<file path="src/rtl/booth_multiplier_seq.sv">
// Iterative radix-2 Booth multiplier: one Booth step per clock over WIDTH+1-bit
// extended operands, with a start/busy/done handshake and a held product register.
module booth_multiplier_seq #(
    parameter int WIDTH = 8
) (
    input  logic                 clk,
    input  logic                 rst_n,
    input  logic                 start,
    input  logic                 sgn,
    input  logic [WIDTH-1:0]     a,
    input  logic [WIDTH-1:0]     x,
    output logic [2*WIDTH-1:0]   p,
    output logic                 busy,
    output logic                 done
);

    localparam int EW = WIDTH + 1;
    localparam int CW = $clog2(WIDTH + 1);

    typedef enum logic [1:0] {
        IDLE = 2'd0,
        CALC = 2'd1,
        DONE = 2'd2
    } state_t;

    state_t state_q, state_n;

    logic signed [EW-1:0] m_q;
    logic signed [EW-1:0] acc_q;
    logic signed [EW-1:0] mq_q;
    logic                 q1_q;
    logic [CW-1:0]        cnt_q;

    logic signed [EW-1:0] sum_p0;
    logic signed [EW-1:0] acc_n;
    logic signed [EW-1:0] mq_n;
    logic                 q1_n;
    logic                 accept;
    logic                 last;

    // One extra bit lets the unsigned range and the most-negative operand fit exactly.
    function automatic logic signed [EW-1:0] extend(input logic [WIDTH-1:0] v,
                                                    input logic s);
        return {s & v[WIDTH-1], v};
    endfunction

    function automatic logic signed [EW-1:0] booth_add(input logic signed [EW-1:0] acc,
                                                       input logic signed [EW-1:0] m,
                                                       input logic [1:0] pair);
        logic signed [EW-1:0] r;
        r = acc;
        case (pair)
            2'b01:   r = acc + m;
            2'b10:   r = acc - m;
            default: r = acc;
        endcase
        return r;
    endfunction

    assign accept = start && ((state_q == IDLE) || (state_q == DONE));
    assign last   = (state_q == CALC) && (cnt_q == CW'(WIDTH));

    // Booth step: add/subtract, then arithmetic shift of {A, Q, q_1}
    always_comb begin
        sum_p0 = booth_add(acc_q, m_q, {mq_q[0], q1_q});
        {acc_n, mq_n, q1_n} = {sum_p0[EW-1], sum_p0, mq_q};
    end

    always_comb begin
        state_n = state_q;
        case (state_q)
            IDLE:    if (start) state_n = CALC;
            CALC:    if (last) state_n = DONE;
            DONE:    state_n = start ? CALC : IDLE;
            default: state_n = IDLE;
        endcase
    end

    always_ff @(posedge clk or negedge rst_n) begin
        if (!rst_n) begin
            state_q <= IDLE;
            busy    <= 1'b0;
            done    <= 1'b0;
        end else begin
            state_q <= state_n;
            busy    <= (state_n == CALC);
            done    <= (state_n == DONE);
        end
    end

    always_ff @(posedge clk or negedge rst_n) begin
        if (!rst_n) begin
            m_q   <= '0;
            acc_q <= '0;
            mq_q  <= '0;
            q1_q  <= 1'b0;
            cnt_q <= '0;
            p     <= '0;
        end else if (accept) begin
            m_q   <= extend(a, sgn);
            mq_q  <= extend(x, sgn);
            acc_q <= '0;
            q1_q  <= 1'b0;
            cnt_q <= '0;
        end else if (state_q == CALC) begin
            acc_q <= acc_n;
            mq_q  <= mq_n;
            q1_q  <= q1_n;
            cnt_q <= cnt_q + CW'(1);
            if (last) begin
                p <= {acc_n[WIDTH-2:0], mq_n};
            end
        end
    end

endmodule

</file>
<file path="config.mk">
export PLATFORM = sky130hd
export DESIGN_NAME = booth_multiplier_seq
export DESIGN_NICKNAME = d
export VERILOG_FILES = /design/src/rtl/booth_multiplier_seq.sv
export SDC_FILE = /design/constraint.sdc
export NUM_CORES = 1
export LEC_CHECK = 0
export ABC_AREA = 1
export ABC_CLOCK_PERIOD_IN_PS = 5800
export BUFFER_PORTS_ARGS = -buffer_cell sky130_fd_sc_hd__buf_2
export CORE_MARGIN = 2
export CORE_UTILIZATION = 55
export DETAILED_ROUTE_END_ITERATION = 16
export PLACE_DENSITY = 0.73
export SLEW_MARGIN = 15
export SYNTH_ARGS = -nofsm -noshare
export SYNTH_HDL_FRONTEND = slang
export SYNTH_SLANG_ARGS = --single-unit
export TNS_END_PERCENT = 20
</file>
<file path="constraint.sdc">
create_clock -name clk -period 5.8 [get_ports clk]
set_clock_uncertainty 0.2 [all_clocks]
set_input_delay 0.58 -clock clk [delete_from_list [all_inputs] [get_ports clk]]
set_output_delay 0.58 -clock clk [all_outputs]
set_load 0.1 [all_outputs]
</file>
==> impl_summary.md, run 1 <==
Run status
The run finished with clean final reports.

Finish
The area growth from synthesis to layout is 11.4%. The share of post-route cells with drive strength above 1 is 15.0%. The register area is 1280 um^2. The number of nets at the end of the flow is 425. The number of antenna diodes in the final layout is 0. Summing all multi-input logic gate instances after layout gives 1230 um^2.

The filler cells instantiated in the layout total 449.

Run
The tool flagged a number of max-cap violations equal to 0.

Yosys
The arithmetic-cell share of the synthesized area counting full adders, half adders and majority gates is 6.12%. In this run, synthesis produced a sequential element count of 51. The synthesized cell area is 2780 um^2. The portion of synthesized area spent on multiplexers is 0%. The post-synthesis area per instance is 7.85 um^2. The distinct cell type count after synthesis is 28. The combinational family with the most area after synthesis is simple AND/OR/NAND/NOR gates. The net count after synthesis is 387.

After Yosys synthesis, XOR and XNOR cells account for 2.52% of the synthesized area. The gate count after technology mapping is 354. The post-synthesis sequential area ratio is 45.9%. Summing the areas of all compound-gate instances in the mapped netlist gives 11.0% of the synthesized area.

The fraction of the mapped netlist area in simple logic gates is 24.5%. For this run, the number of Yosys warnings is 0.

Timing
The worst hold slack across all endpoints is 0.172 ns. The share of the clock period used by the worst path is 43.2%. In the post-route analysis, the smallest setup slack over all paths is 3.29 ns. The final max-slew violation count came to 0.

Setup total negative slack on the finished layout was measured at 0 ns. For this run, the top clock speed supported by timing is 399 MHz. Setup repair after global routing left no endpoint under its margin. The minimum clock period after layout is 2.51 ns. For the pin with the worst max-slew slack, the measured transition is 0.611 ns. The max-slew headroom at the worst pin is 59.2%.

The number of failing hold endpoints at the final stage came to 0. The setup violation total in the final timing report is 0.

Floorplan
The full die area is 5640 um^2. Measured along the y axis, the die boundary spans 75.1 um. The region available for standard cell placement spans 4790 um^2. In this run the horizontal extent of the chip is 75.1 um. The row count is 25. For this configuration, the core starts out at a cell density of 58.1%. Pin placement for this block handled 38 I/O pins.

Setup path
The type of element launching the critical path is a flop. The worst path arrival time is 2.51 ns. The dominant delay contributor by cell family on the critical path is simple AND/OR/NAND/NOR gates. The capturing element type of the critical path is a flop. The startpoint-to-endpoint class of the critical path is flop to flop.

The highest-delay cell along the critical path is sky130_fd_sc_hd__dfrtp_1. Walking the worst path, the cells encountered are inv_1 -> ha_1 -> inv_1 -> nand2_1 -> o21ai_0 -> xnor2_1 -> ha_1 -> nand2_1 -> inv_1 -> a21oi_1 -> nand2_1 -> nand2_1 -> nand3_1 -> nand3_1 -> nand2_1. The most numerous cell on the critical path is sky130_fd_sc_hd__nand2_1. The biggest fanout along the worst timing path is 6. The largest incremental delay on the critical path is 0.37 ns. The required time of the critical path is 5.80 ns. The buffers plus inverters on the worst setup path is 3.

Detailed routing
The via density per instance is 4.97. In the final routed layout, each cell accounts on average for 11.7 um. The total met3 wirelength after detailed routing is 247 um. Before antenna repair, the detailed router went through 4 iterations. The highest layer touched by signal routing is met4.

The met1 routed wirelength after detailed routing is 2.61 mm. The initial detailed-routing violation count is 110. In the detailed route, the total length drawn on met2 is 2.48 mm. The overall via count from detail_route is 2288. The final antenna-violating net count is 0.

After detailed routing, the number of remaining DRC violations is 0. Wires add up to 5.38 mm.

Global route
The overall overflow remaining after global route is 0. The via count of the first global-routing pass is 2148. For this run, the total global-route usage over all layers was measured as 22.0%. The first global-routing pass estimated 9.39 mm of wire. The maximum number of pins on one net before global-route repair is 52. The number of antenna violations at the first check in global routing is 0.

Place
Detailed placement ended at an HPWL of 3.97 mm. The quantity of I/O buffers inserted on ports is 37. The pre-CTS worst setup slack is 3.30 ns.

The final weighted congestion in routability-driven placement is 0.893.

Clock network
The depth of the CTS H-tree is 2. The clock-pin transition on the worst setup and hold timing paths is 0.09 ns. In this run, post-CTS hold repair placed 0 buffers.

The number of sinks driven by the clock tree is 51. Clock tree synthesis selected as its root buffer the cell sky130_fd_sc_hd__clkbuf_8. The TritonCTS clock tree is done. The number of gates resized after CTS is 0. The insertion delay to the later sink of the worst-skew pair is 0.30 ns.

The buffer levels on the longest clock path is 2. In this run, CTS created clock tree buffers numbering 5. The post-CTS setup buffer count is 0.

Worst hold path
The type of the worst min-delay path is input pin to asynchronous set/reset pin.
## sequential cells by signal, summed over array words and instances (netlist names)
register	count
state_q	2
cnt_q	4
acc_q	8
p	16
busy	1
mq_q	9
m_q	9
done	1
q1_q	1
## cell families (layout without fill, tap and decap cells)
family                     Yosys count  after routing
AOI/OAI and AO/OA                   56             56
buffers and inverters               66            105
and+or+nand+nor                    160            160
adders and majority gates           13             13
DFF                                 51             51
xor gates and xnor gates             8              8
## per-layer routing
layer / track usage, % / vias up
li1: - / 1185
met1: 29.1 / 1041
met2: 37.7 / 57
met3: 3.35 / 5
met4: 6.15 / 0
met5: 0 / -
## metrics by stage
stage	cell area, um^2	util, %	cells
after floorplan	2780	-	354
after global placement	3010	62.8	452
after detailed placement	3010	62.8	452
after CTS	3100	64.7	460
after global routing	3100	64.7	460
final	3100	64.7	460
## cells in the final DEF, fill, tap and decap left out, drive strengths merged, types with 6 or more instances in the layout
cell type and instances:
clkbuf 6, ha 12, nand2 127, buf 38, dfrtp 51, nor2 13
inv 59, nand3 15, o21ai 44
## cells in the mapped netlist, drive strengths merged
master | count | area share (%)
a21oi | 4 | 0.72
ha | 12 | 5.4
nand3 | 15 | 2.7
or2 | 1 | 0.23
o31ai | 1 | 0.27
inv | 59 | 8.1
nand2 | 127 | 18
o221ai | 3 | 0.95
nand4 | 3 | 1.2
nor2 | 13 | 2.3
xnor2 | 4 | 1.3
dfrtp | 51 | 46
o22ai | 4 | 0.90
buf | 7 | 1.8
o21ai | 44 | 8.2
nor4 | 1 | 0.45
fa | 1 | 0.72
xor2 | 4 | 1.3
## path summary, 6_finish.rpt
check | cells past startpoint | end | start | slack (ns)
max | 15 | p[15] | q1_q | 3.29
min | 2 | cnt_q[2] | rst_n | 0.17
max reg2reg | 15 | p[15] | q1_q | 3.29
min reg2reg | 2 | p[12] | p[12] | 0.28
max in group asynchronous | 2 | acc_q[7] | rst_n | 4.83
min in group clk | 3 | m_q[4] | a[4] | 0.26
## cell type report
class                   count  area share [%]
clock buffers               6            2.34
inverters                  59            7.24
well taps                  67            2.71
flip-flops and latches     51            41.2
multi-input cells         237            39.7
clock inverters             2           0.566
repair buffers             38            6.22
Power of run 1 is left out: the tool's default activity adds up to more than one toggle a clock period on the data nets, which glitch-free logic cannot reach.
==> run 2: changes to the inputs <==
--- a/config.mk
+++ b/config.mk
@@ -6,12 +6,12 @@
 export NUM_CORES = 1
 export LEC_CHECK = 0
 export ABC_AREA = 1
-export ABC_CLOCK_PERIOD_IN_PS = 5800
+export ABC_CLOCK_PERIOD_IN_PS = 2000
 export BUFFER_PORTS_ARGS = -buffer_cell sky130_fd_sc_hd__buf_2
 export CORE_MARGIN = 2
-export CORE_UTILIZATION = 55
+export CORE_UTILIZATION = 52
 export DETAILED_ROUTE_END_ITERATION = 16
-export PLACE_DENSITY = 0.73
+export PLACE_DENSITY = 0.72
 export SLEW_MARGIN = 15
 export SYNTH_ARGS = -nofsm -noshare
 export SYNTH_HDL_FRONTEND = slang
==> constraint.sdc (replaced) <==
create_clock -name clk -period 2 [get_ports clk]
set_clock_uncertainty 0.2 [all_clocks]
set_input_delay 0.2 -clock clk [delete_from_list [all_inputs] [get_ports clk]]
set_output_delay 0.2 -clock clk [all_outputs]
set_load 0.1 [all_outputs]
==> impl_summary.md, run 2 (synthesized netlist as in run 1, its figures left out) <==
Detailed routing
The initial detailed-routing violation count is 165. The remaining routing DRC violations is 0. The per-cell routed wire length is 12.9 um. The routed wire length is 6.59 mm. The overall via count from detail_route is 2526. In this run the remaining antenna-violating nets after routing total 0. The first TritonRoute pass finished after 4 iterations. The via density per instance is 4.95.

Setup path
The worst setup path is captured at a flop. In this run the critical register-to-register path is launched from m_q[1]. The type of element launching the critical path is a flop. The endpoint of the worst register-to-register path is acc_q[5]. The required time of the critical path is 2.00 ns. The worst register-to-register path has a depth of 15. The biggest fanout along the worst timing path is 4. The flop-to-flop setup slack is -0.30 ns. STA puts the critical path data arrival time at 2.30 ns. The most critical setup path has its startpoint at m_q[1]. The end point of the critical path is acc_q[5].

The setup path with the least slack is of type flop to flop.

Place
The number of placed instances, taps included, is 476. The final weighted congestion in routability-driven placement is 0.872. The placed wire-length estimate after detailed placement is 4.35 mm. During placement, the flow inserted port buffers numbering 37.

Finish
In the layout the commonest cells are 118 x sky130_fd_sc_hd__nand2_1, 51 x sky130_fd_sc_hd__dfrtp_1, 46 x sky130_fd_sc_hd__inv_1, 37 x sky130_fd_sc_hd__buf_2, 30 x sky130_fd_sc_hd__o21ai_0. The largest registers in the layout are p x16, m_q x9, mq_q x9. For this run, the post-layout net count is 472.

0 antenna diodes ended up in the layout. The register with the most flip-flops is p. The commonest non-fill, non-tap cell in the layout is sky130_fd_sc_hd__nand2_1. The number of flip-flops in the largest register is 16. The final core area utilization is 72.7%. The count of fill cells added during filler insertion is 401. Once layout is complete, the cells apart from fillers number 510. From synthesis to final layout, the design area changed by 34.5%. In the final layout, the share of cells above drive strength 1 is 28.4%.

Global route
The via count of the first global-routing pass was 2374. Global routing finished with a remaining overflow of 0. Global routing consumed, over all layers together, 22.8% of the routing resources. The global routing stage identified its most utilized layer as met2. The number of antenna violations at the first check in global routing is 0. The global-route met2 utilization is 39.4%. The maximum number of pins on one net before global-route repair is 29. The fraction of met1 tracks used by global routing is 29.0%. The global-route wire length before repair is 10.9 mm. For met3 alone, demand over resource in global routing was 4.24%.

Timing
At the pin with the least slew margin, the transition time is 0.555 ns. The worst setup slack after layout is -0.303 ns. Setup total negative slack on the finished layout was measured at -2.94 ns. The share of the clock period used by the worst path is 115%. Setup repair after global routing could not meet its margin everywhere. The number of failing hold endpoints at the final stage is 0. The max-slew headroom at the worst pin is 63.0%.

Setup violations remaining at the end of the flow were counted as 15. The final max-slew violation count came to 0. The peak clock frequency supported by timing is 434 MHz.

The routed design could run at a clock period as short as 2.30 ns.

Worst hold path
The worst hold path belongs to the class input pin to flop.

Floorplan
The number of top-level pins is 38. The width of the die is 77.1 um. The row count is 26.

The die covers 5950 um^2. The die height is 77.1 um. The area of the placeable core is 5140 um^2. The starting utilization of the core area is 54.1%.

Clock network
In this run the clock root is driven by a sky130_fd_sc_hd__clkbuf_8. The depth of the CTS H-tree is 2. The insertion delay to the later sink of the worst-skew pair is 0.30 ns. TritonCTS built the clock tree. The number of sinks driven by the clock tree is 51.

The clock-pin transition on the worst setup and hold timing paths is 0.09 ns. The buffer levels on the longest clock path is 2. Counting the buffers created by CTS gives 5.

Run status
The run finished, with violations left. The checks that failed: setup timing.

Run
The max capacitance violation total is 0.
==> run 2: cell type report <==
| type | instances | area (um^2) | area share, % |
|---|---|---|---|
| clock buffers | 6 | 72.6 | 1.94 |
| clock inverters | 2 | 38.8 | 1.04 |
| inverters | 59 | 226 | 6.06 |
| multi-input cells | 237 | 1430 | 38.2 |
| flip-flops and latches | 51 | 1280 | 34.1 |
| well taps | 70 | 87.6 | 2.34 |
| repair buffers | 85 | 608 | 16.3 |
==> run 2: worst max-delay path: stages, from the launching register on <==
cell	delay [ns]
sky130_fd_sc_hd__dfrtp_1	0.40
sky130_fd_sc_hd__inv_2	0.12
sky130_fd_sc_hd__ha_4	0.16
sky130_fd_sc_hd__nand2_2	0.06
sky130_fd_sc_hd__nand2_4	0.08
sky130_fd_sc_hd__o21ai_2	0.07
sky130_fd_sc_hd__xnor2_2	0.19
sky130_fd_sc_hd__ha_4	0.25
sky130_fd_sc_hd__buf_4	0.13
sky130_fd_sc_hd__buf_4	0.12
sky130_fd_sc_hd__inv_1	0.04
sky130_fd_sc_hd__nand4_1	0.09
sky130_fd_sc_hd__nand3_1	0.10
sky130_fd_sc_hd__nand2_1	0.07
sky130_fd_sc_hd__nand2_1	0.06
sky130_fd_sc_hd__nand2_1	0.05
==> run 2: layer usage <==
metal | share of wire (%) | vias up
met5 | 0 | -
met4 | 1.5 | 0
met3 | 4.0 | 12
met2 | 50 | 58
met1 | 44 | 1178
li1 | - | 1278
==> run 2: how the worst min path moves through the flow <==
stage,start,end,cells past startpoint
final,sgn,m_q[8],3
after global routing,sgn,m_q[8],3
after CTS,sgn,m_q[8],3
after detailed placement,rst_n,p[7],1
after global placement,rst_n,p[5],1
after floorplan,rst_n,acc_q[0],0
==> run 2: stage by stage <==
step / cell area, um^2 / setup WS, ns / hold slack [ns]
after global routing: 3740 / -0.446 / 0.0468
after floorplan: 2850 / -0.0987 / -0.296
after CTS: 3590 / -0.240 / 0.0387
after global placement: 3250 / -0.269 / 0.0210
final: 3740 / -0.303 / 0.0556
after detailed placement: 3250 / -0.299 / 0.0260
==> run 2: repair_timing <==
action                                  in CTS  in global routing
endpoints found under the hold margin       40                  0
gates resized for setup                     10                 22
hold buffers                                17                  0
setup buffers                                2                  7
pin swaps                                    6                  8
endpoints found under the setup margin      15                 15
Power of run 2 is left out for the same reason.
